**config.mk**
```make
export PLATFORM = sky130hd
export DESIGN_NAME = pwm_multi
export DESIGN_NICKNAME = d
export VERILOG_FILES = /design/src/rtl/pwm_multi.sv
export SDC_FILE = /design/constraint.sdc
export NUM_CORES = 1
export LEC_CHECK = 0
export CAP_MARGIN = 20
export CORE_ASPECT_RATIO = 0.75
export CORE_MARGIN = 8
export CORE_UTILIZATION = 36
export CTS_CLUSTER_SIZE = 16
export DETAILED_ROUTE_END_ITERATION = 8
export SKIP_LAST_GASP = 1
export SLEW_MARGIN = 15
export SYNTH_ARGS = -nofsm -noshare
export SYNTH_HDL_FRONTEND = slang
export SYNTH_SLANG_ARGS = --single-unit
```
**constraint.sdc**
```tcl
create_clock -name clk_i -period 4.75 [get_ports clk_i]
set_input_delay 0.475 -clock clk_i [delete_from_list [all_inputs] [get_ports clk_i]]
set_output_delay 0.475 -clock clk_i [all_outputs]
set_load 0.02 [all_outputs]
```
**src/rtl/pwm_multi.sv**
```systemverilog
// Multi-channel PWM with a shared period counter, edge/centre alignment, per-channel polarity
// and double-buffered period/duty/mode shadows. Define PWM_COMPLEMENT_EN for dead-time complementary outputs.
module pwm_multi #(
    parameter int WIDTH    = 16,
    parameter int CHANNELS = 4,
    parameter int DEADTIME = 4
) (
    input  logic                      clk_i,
    input  logic                      rst_ni,
    input  logic                      enable_i,
    input  logic                      center_mode_i,
    input  logic [WIDTH-1:0]          period_i,
    input  logic [CHANNELS*WIDTH-1:0] duty_i,
    input  logic [CHANNELS-1:0]       polarity_i,
    input  logic                      update_i,
    output logic                      update_ack_o,
    output logic                      cycle_start_o,
    output logic [CHANNELS-1:0]       pwm_out_o
`ifdef PWM_COMPLEMENT_EN
    ,
    output logic [CHANNELS-1:0]       pwm_out_n_o
`endif
);

    typedef enum logic {
        DIR_UP   = 1'b0,
        DIR_DOWN = 1'b1
    } dir_e;

    logic [WIDTH-1:0]    cnt_q, cnt_d;
    dir_e                dir_q, dir_d;
    logic                pending_q;
    logic                running_q;
    logic [WIDTH-1:0]    perS_q;
    logic                modeS_q;
    logic [WIDTH-1:0]    dutyS_q [CHANNELS];
    logic                updateAck_q;
    logic                cycleStart_q;
    logic [CHANNELS-1:0] pwmOut_q;

    logic [WIDTH-1:0]    perMax;
    logic                run;
    logic                wrapEvt;
    logic                restartEvt;
    logic                loadNow;
    logic [CHANNELS-1:0] act;

    assign perMax  = perS_q - WIDTH'(1);
    assign run     = enable_i && (perS_q != '0);
    assign loadNow = (wrapEvt || !enable_i || (perS_q == '0)) && (pending_q || update_i);

    // Counter next state; a fresh start after idle counts as a period start but not a load point.
    always_comb begin
        cnt_d      = cnt_q;
        dir_d      = dir_q;
        wrapEvt    = 1'b0;
        restartEvt = 1'b0;
        if (!run) begin
            cnt_d = '0;
            dir_d = DIR_UP;
        end else if (!running_q) begin
            cnt_d      = '0;
            dir_d      = DIR_UP;
            restartEvt = 1'b1;
        end else if (!modeS_q || (perS_q == WIDTH'(1))) begin
            dir_d = DIR_UP;
            if (cnt_q >= perMax) begin
                cnt_d   = '0;
                wrapEvt = 1'b1;
            end else begin
                cnt_d = cnt_q + WIDTH'(1);
            end
        end else if (dir_q == DIR_UP) begin
            if (cnt_q >= perMax) begin
                cnt_d = cnt_q - WIDTH'(1);
                dir_d = DIR_DOWN;
            end else begin
                cnt_d = cnt_q + WIDTH'(1);
            end
        end else begin
            if (cnt_q <= WIDTH'(1)) begin
                cnt_d   = '0;
                dir_d   = DIR_UP;
                wrapEvt = 1'b1;
            end else begin
                cnt_d = cnt_q - WIDTH'(1);
            end
        end
    end

    always_comb begin
        for (int i = 0; i < CHANNELS; i++) begin
            act[i] = run && (cnt_q < dutyS_q[i]);
        end
    end

    always_ff @(posedge clk_i) begin
        if (!rst_ni) begin
            cnt_q        <= '0;
            dir_q        <= DIR_UP;
            pending_q    <= 1'b0;
            running_q    <= 1'b0;
            perS_q       <= '0;
            modeS_q      <= 1'b0;
            updateAck_q  <= 1'b0;
            cycleStart_q <= 1'b0;
            for (int i = 0; i < CHANNELS; i++) begin
                dutyS_q[i] <= '0;
            end
        end else begin
            cnt_q        <= cnt_d;
            dir_q        <= dir_d;
            running_q    <= run;
            cycleStart_q <= wrapEvt || restartEvt;
            updateAck_q  <= loadNow;
            pending_q    <= loadNow ? 1'b0 : (pending_q || update_i);
            if (loadNow) begin
                perS_q  <= period_i;
                modeS_q <= center_mode_i;
                for (int i = 0; i < CHANNELS; i++) begin
                    dutyS_q[i] <= duty_i[i*WIDTH +: WIDTH];
                end
            end
        end
    end

`ifdef PWM_COMPLEMENT_EN
    localparam int DTW = (DEADTIME < 2) ? 1 : $clog2(DEADTIME);

    logic [CHANNELS-1:0] loOut_q;
    logic [CHANNELS-1:0] aPrev_q;
    logic [DTW-1:0]      deadCnt_q [CHANNELS];

    // Every change of act restarts the dead window, so pulses shorter than DEADTIME never reach a pin.
    always_ff @(posedge clk_i) begin
        if (!rst_ni) begin
            pwmOut_q <= '0;
            loOut_q  <= '0;
            aPrev_q  <= '0;
            for (int i = 0; i < CHANNELS; i++) begin
                deadCnt_q[i] <= '0;
            end
        end else begin
            for (int i = 0; i < CHANNELS; i++) begin
                if (!run) begin
                    aPrev_q[i]   <= 1'b0;
                    deadCnt_q[i] <= '0;
                    pwmOut_q[i]  <= polarity_i[i];
                    loOut_q[i]   <= polarity_i[i];
                end else begin
                    aPrev_q[i] <= act[i];
                    if ((DEADTIME != 0) && (act[i] != aPrev_q[i])) begin
                        deadCnt_q[i] <= DTW'(DEADTIME - 1);
                        pwmOut_q[i]  <= polarity_i[i];
                        loOut_q[i]   <= polarity_i[i];
                    end else if (deadCnt_q[i] != '0) begin
                        deadCnt_q[i] <= deadCnt_q[i] - DTW'(1);
                        pwmOut_q[i]  <= polarity_i[i];
                        loOut_q[i]   <= polarity_i[i];
                    end else begin
                        pwmOut_q[i] <= act[i] ^ polarity_i[i];
                        loOut_q[i]  <= ~act[i] ^ polarity_i[i];
                    end
                end
            end
        end
    end

    assign pwm_out_n_o = loOut_q;
`else
    logic unusedDeadtime;
    assign unusedDeadtime = (DEADTIME != 0);

    always_ff @(posedge clk_i) begin
        if (!rst_ni) begin
            pwmOut_q <= '0;
        end else begin
            pwmOut_q <= act ^ polarity_i;
        end
    end
`endif

    assign pwm_out_o     = pwmOut_q;
    assign update_ack_o  = updateAck_q;
    assign cycle_start_o = cycleStart_q;

endmodule

```
# ---- Yosys cells after proc, flatten, opt, wreduce, memory -nomap -nowiden
# Memory sizes are Yosys's and may differ from the RTL's.
# Index checks and enable logic that the tools add are counted.
dict set report word_totals {
  ff_bits 42
  mem_bits_rw 64
  output_inout_bits 6
  elab_cells 69
  mem_count 1
}
dict set report classes {
  addsub 3
  magnitude_cmp 6
  eq_ne 1
  mux 23
  bitwise 8
  n_reduce_logical 18
}
# memory depth width read_ports rd_ports_with_merged_regs write_ports line_no
set memory_table {}
lappend memory_table {dutyS_q 4 16 4 0 4 36} ;# logic [WIDTH-1:0] dutyS_q [CHANNELS];
# op n
set op_table {}
lappend op_table {{two-way mux 16 bit} 9}
lappend op_table {{less-than comparator 16 bit} 4}
lappend op_table {{subtractor 16 x 1 -> 16 bit (second input constant)} 2}
lappend op_table {{adder 16 x 1 -> 16 bit (second input constant)} 1}
lappend op_table {{equality test 16 x 1 -> 1 bit (second input constant)} 1}
lappend op_table {{greater-or-equal comparator 16 bit} 1}
lappend op_table {{less-or-equal comparator 16 x 1 -> 1 bit (second input constant)} 1}
lappend op_table {{logical NOT 16 bit} 1}
lappend op_table {{nonzero test 16 bit} 1}
lappend op_table {{two-way mux 1 bit} 14}
lappend op_table {{logical AND 1 bit} 6}
lappend op_table {{logical OR 1 bit} 5}
lappend op_table {{bitwise OR 1 bit} 4}
lappend op_table {{OR reduction 4 bit} 1}
lappend op_table {{XOR 4 bit} 1}
lappend op_table {{NOT 1 bit} 3}
lappend op_table {{AND reduction 3 bit} 1}
lappend op_table {{logical NOT 1 bit} 2}
lappend op_table {{OR reduction 2 bit} 1}

# ---- Longest topological paths before layout
dict set report logic_depth {
  depth_word 13
  ltp_mapped 17
}

# ---- Least setup slack after synthesis
# No wires, ideal clock.
dict set report synth_path {
  path_type {register to register}
  start {register perS_q[8]}
  end {memory dutyS_q[0][0] (enable)}
  setup_time_ns 0.433
  arrival_time_ns 4.833
  setup_slack_ns -0.516
  path_stages_with_launch 12
  n_path_buf 1
  period_less_slack_ns 5.266
  cell_sequence {dfxtp_1 or4_1 or4b_1 xor2_1 ha_1 and4_1 nand4_1 or4_1 nand3_1 a21o_1 buf_2 nand2b_1}
}
# element line_no
set synth_lines {}
lappend synth_lines {{start, declared} 34} ;# logic [WIDTH-1:0] perS_q;
lappend synth_lines {{start signal, assigned} 118} ;# perS_q <= period_i;
lappend synth_lines {{end, declared} 36}

==> flow_summary.toml <==
[route]
ant_nets = 0
post-route-drc-count = 0
routed_via_density = 5.167
post_drt_wl_per_cell_um = 16.44
detail_route.first_pass.iterations = 5
routed_wirelength_um = 16490
detailedRoute.firstIterationViolations = 301
dr_total_vias = 5182

[die]
core.rowCount = 43
start_util_pct = 36.31
die_area_um2 = 23040
die_w_um = 172.6
i_o_pin_total = 95
die_height_um = 133.5
area_inside_the_core_boundary_um2 = 18240

[timing]
totalNegativeSetupSlack_ns = 0
hold_violations = 0
fin_crit_ns = 4.138
slew_violations = 0
rsz_0062_raised_after_global_routing = "no"
post-route-period-util_pct = 87.12
postLayoutSetupSlackWorst_ns = 0.6116
finalSetupViolations = 0
fin_worst_skew_ns = 0.007907
timing.slew.headroom_pct = 47.57
worst-slew-pin-transition_ns = 0.7842
fmax_mhz = 241.6

[synth]
synth-seq-area-share_pct = 41.72
flop_and_latch_count_out_of_synthesis = 106
number_of_synthesized_flops_with_an_enable_pin = 64
avgSynthCellArea_um2 = 9.929
synth_cell_type_count = 56
synth_top_area_share_pct = 29.02
mappedNetlistNets = 837
yosysTopAreaCell = "sky130_fd_sc_hd__edfxtp_1"
synth.cell_area_um2 = 6623
post_synth_main_area_contributors = "sky130_fd_sc_hd__edfxtp_1 29%, sky130_fd_sc_hd__ha_1 15%, sky130_fd_sc_hd__dfxtp_1 13%, sky130_fd_sc_hd__and3_1 6.4%, sky130_fd_sc_hd__inv_1 4.2%"
synth-warning-count = 0
syn-instance-count = 667
async_reset_ff_share_pct = 0
most_instantiated_flip_flop_cell_in_the_synthesis_netlist = "sky130_fd_sc_hd__edfxtp_1"

[place]
dp_slack_ns = 0.6145
postPlaceCellArea_um2 = 7789
placed_cells = 987
place.detailed.hpwl_um = 11980
port_buffer_count = 94
gpl.final_weighted_congestion = 0.7980

[pwr]
static_leak_nw = 3.650
power.ir.vdd_worst_v = 0.0001391
power_density_nw_per_um2 = 291.4

[layout]
stdcell_area_um2 = 8097
fin_cells = 1003
area_delta_synth_final_pct = 22.26
multiInputGateArea_um2 = 3453
final_stage_net_count = 921
finalCoreUtilization_pct = 44.39
num-fill-cells = 1735
drive_gt1_share_pct = 3.439
seq_area_um2 = 2763
insertedDiodeCount = 0

[global_route]
first_global_vias = 5505
first_pass_grt_wire_length_um = 27170
overflow = 0
grt_start_max_net_pins = 94
grt_usage_pct = 14.64
antenna_violations_before_repair = 0

[outcome]
outcome = "finished, final reports clean"

[run]
drv.max_cap_violation_count = 0

[clock_network]
cts.path.max_buffers = 2
tritoncts = "built"
cts-resized-gates = 0
clockRootBuffer = "sky130_fd_sc_hd__clkbuf_16"
tritoncts_num_sinks = 106
count_of_hold_fix_buffers_inserted_at_cts = 0
clock_insertion_delay_worst_skew_ns = 0.36
cts_buffers = 9
clock_tree.htree_level_count = 3
post_cts_buffers = 0
cts.reportedPaths.clkPinSlew_ns = 0.07

[critical_path]
rrSetupSlack_ns = 0.61
path_buf_inv = 1
cp_cell_sequence = "nor3_1 -> nand2b_1 -> nand2b_1 -> or4b_1 -> xor2_1 -> ha_1 -> and4_1 -> nand4_1 -> or4_1 -> nand3_1 -> a21o_2 -> nand2b_2 -> buf_12"
cp_max_fo = 64
worst_path_max_delay_cell = "sky130_fd_sc_hd__or4_1"
cp_most_frequent_cell = "sky130_fd_sc_hd__nand2b_1"
required_time_reported_for_the_critical_path_endpoint_ns = 4.77
timing.critical_path.slowest_cell_delay_ns = 0.57
path_delay_family = "simple AND/OR/NAND/NOR gates"
end_kind = "register"
critical_path_at_ns = 4.16
critPathKind = "reg -> reg"
type_of_origin_of_the_critical_path = "register"

[hold_path]
hold_path.class = "reg -> reg"
-- synth_stat cells (all sizes together), types with 11 or more instances --
cell type,number
ha,81
inv,74
and3,68
edfxtp,64
dfxtp,42
nor2,31
nand2,25
a21oi,24
nor3,22
mux2i,21
a21o,19
a211oi,18
nor2b,18
xnor2,14
buf,13
clkbuf,13
o21ai,13
nand2b,11
-- where the power goes --
part | leakage [nW] | internal (W) | switching, W
sequential | 1.03 | 0.00106 | 0.0000372
clock | 0.152 | 0.000423 | 0.000369
combinational | 2.47 | 0.000230 | 0.000239
-- cells in the final DEF, fill, tap and decap left out, types with 2 or more instances in the layout --
master	instances
sky130_fd_sc_hd__and4_1	2
sky130_fd_sc_hd__nor3_1	21
sky130_fd_sc_hd__inv_8	2
sky130_fd_sc_hd__edfxtp_1	64
sky130_fd_sc_hd__clkbuf_16	9
sky130_fd_sc_hd__a31oi_1	2
sky130_fd_sc_hd__ha_1	81
sky130_fd_sc_hd__or3b_1	2
sky130_fd_sc_hd__a21o_1	18
sky130_fd_sc_hd__o21ai_0	11
sky130_fd_sc_hd__o22ai_1	2
sky130_fd_sc_hd__a22oi_1	4
sky130_fd_sc_hd__nor3b_1	2
sky130_fd_sc_hd__a211oi_1	18
sky130_fd_sc_hd__o211ai_1	3
sky130_fd_sc_hd__nand4_1	10
sky130_fd_sc_hd__inv_1	74
sky130_fd_sc_hd__xnor2_1	14
sky130_fd_sc_hd__nand2_1	25
sky130_fd_sc_hd__a221oi_1	9
sky130_fd_sc_hd__mux2i_1	21
sky130_fd_sc_hd__o22a_1	2
sky130_fd_sc_hd__nor4_1	9
sky130_fd_sc_hd__xor2_1	6
sky130_fd_sc_hd__nor2_1	31
sky130_fd_sc_hd__and2_1	4
sky130_fd_sc_hd__inv_6	3
sky130_fd_sc_hd__and3_1	68
sky130_fd_sc_hd__or3_1	6
sky130_fd_sc_hd__nand3_1	10
sky130_fd_sc_hd__clkdlybuf4s50_1	93
sky130_fd_sc_hd__or4_1	3
sky130_fd_sc_hd__o21ai_1	2
sky130_fd_sc_hd__dfxtp_1	42
sky130_fd_sc_hd__nand2b_1	10
sky130_fd_sc_hd__nor2b_1	18
sky130_fd_sc_hd__a21oi_1	24
sky130_fd_sc_hd__buf_4	4
sky130_fd_sc_hd__o21a_1	4
-- state kept, by name (all words and copies together), names as in the netlist --
register       count
pwm_out_o          4
dutyS_q           64
modeS_q            1
running_q          1
cnt_q             16
cycle_start_o      1
perS_q            16
update_ack_o       1
dir_q              1
pending_q          1
-- metrics by stage --
stage | total power [W] | hold WS [ns]
after floorplan | 0.001420 | 0.4810
after global placement | 0.001567 | 0.5070
after detailed placement | 0.001592 | 0.5387
after CTS | 0.002386 | 0.5468
after global routing | 0.002484 | 0.5792
final | 0.002359 | 0.5429
-- path summary, 6_finish.rpt --
check,from,end,cells past startpoint
max,perS_q[0],dutyS_q[2][8],13
min,running_q,pending_q,1
max reg2reg,perS_q[0],dutyS_q[2][8],13
min reg2reg,running_q,pending_q,1
-- cell families (layout without fill, tap and decap cells) --
| group | count (synthesis) | in the layout | share of synthesized area (%) |
|---|---|---|---|
| XOR/XNOR | 20 | 20 | 2.645 |
| buffers and inverters | 100 | 189 | 6.197 |
| AND/OR/NAND/NOR | 227 | 227 | 19.29 |
| flip-flops | 106 | 106 | 41.72 |
| adder cells (fa/ha/maj) | 81 | 81 | 15.30 |
| multiplexers | 21 | 21 | 3.174 |
| AO/OA/AOI/OAI | 112 | 112 | 11.68 |
-- layout make-up --
class	count	area share (%)
flip-flops and latches	106	34.12
clock buffers	10	2.828
multi-input cells	461	42.65
clock inverters	6	0.9736
repair buffers	99	12.18
well taps	247	3.817
inverters	74	3.431
-- per-layer routing --
layer	up-vias	share of wire [%]	global-route usage, %	routed length, um
met3	24	6.4	4.439	1051
li1	2594	-	-	-
met1	2417	47	18.05	7669
met4	0	2.2	6.120	361
met5	-	0	0	0
met2	147	45	23.52	7410
No activity file was read; power rests on OpenSTA's default activity.
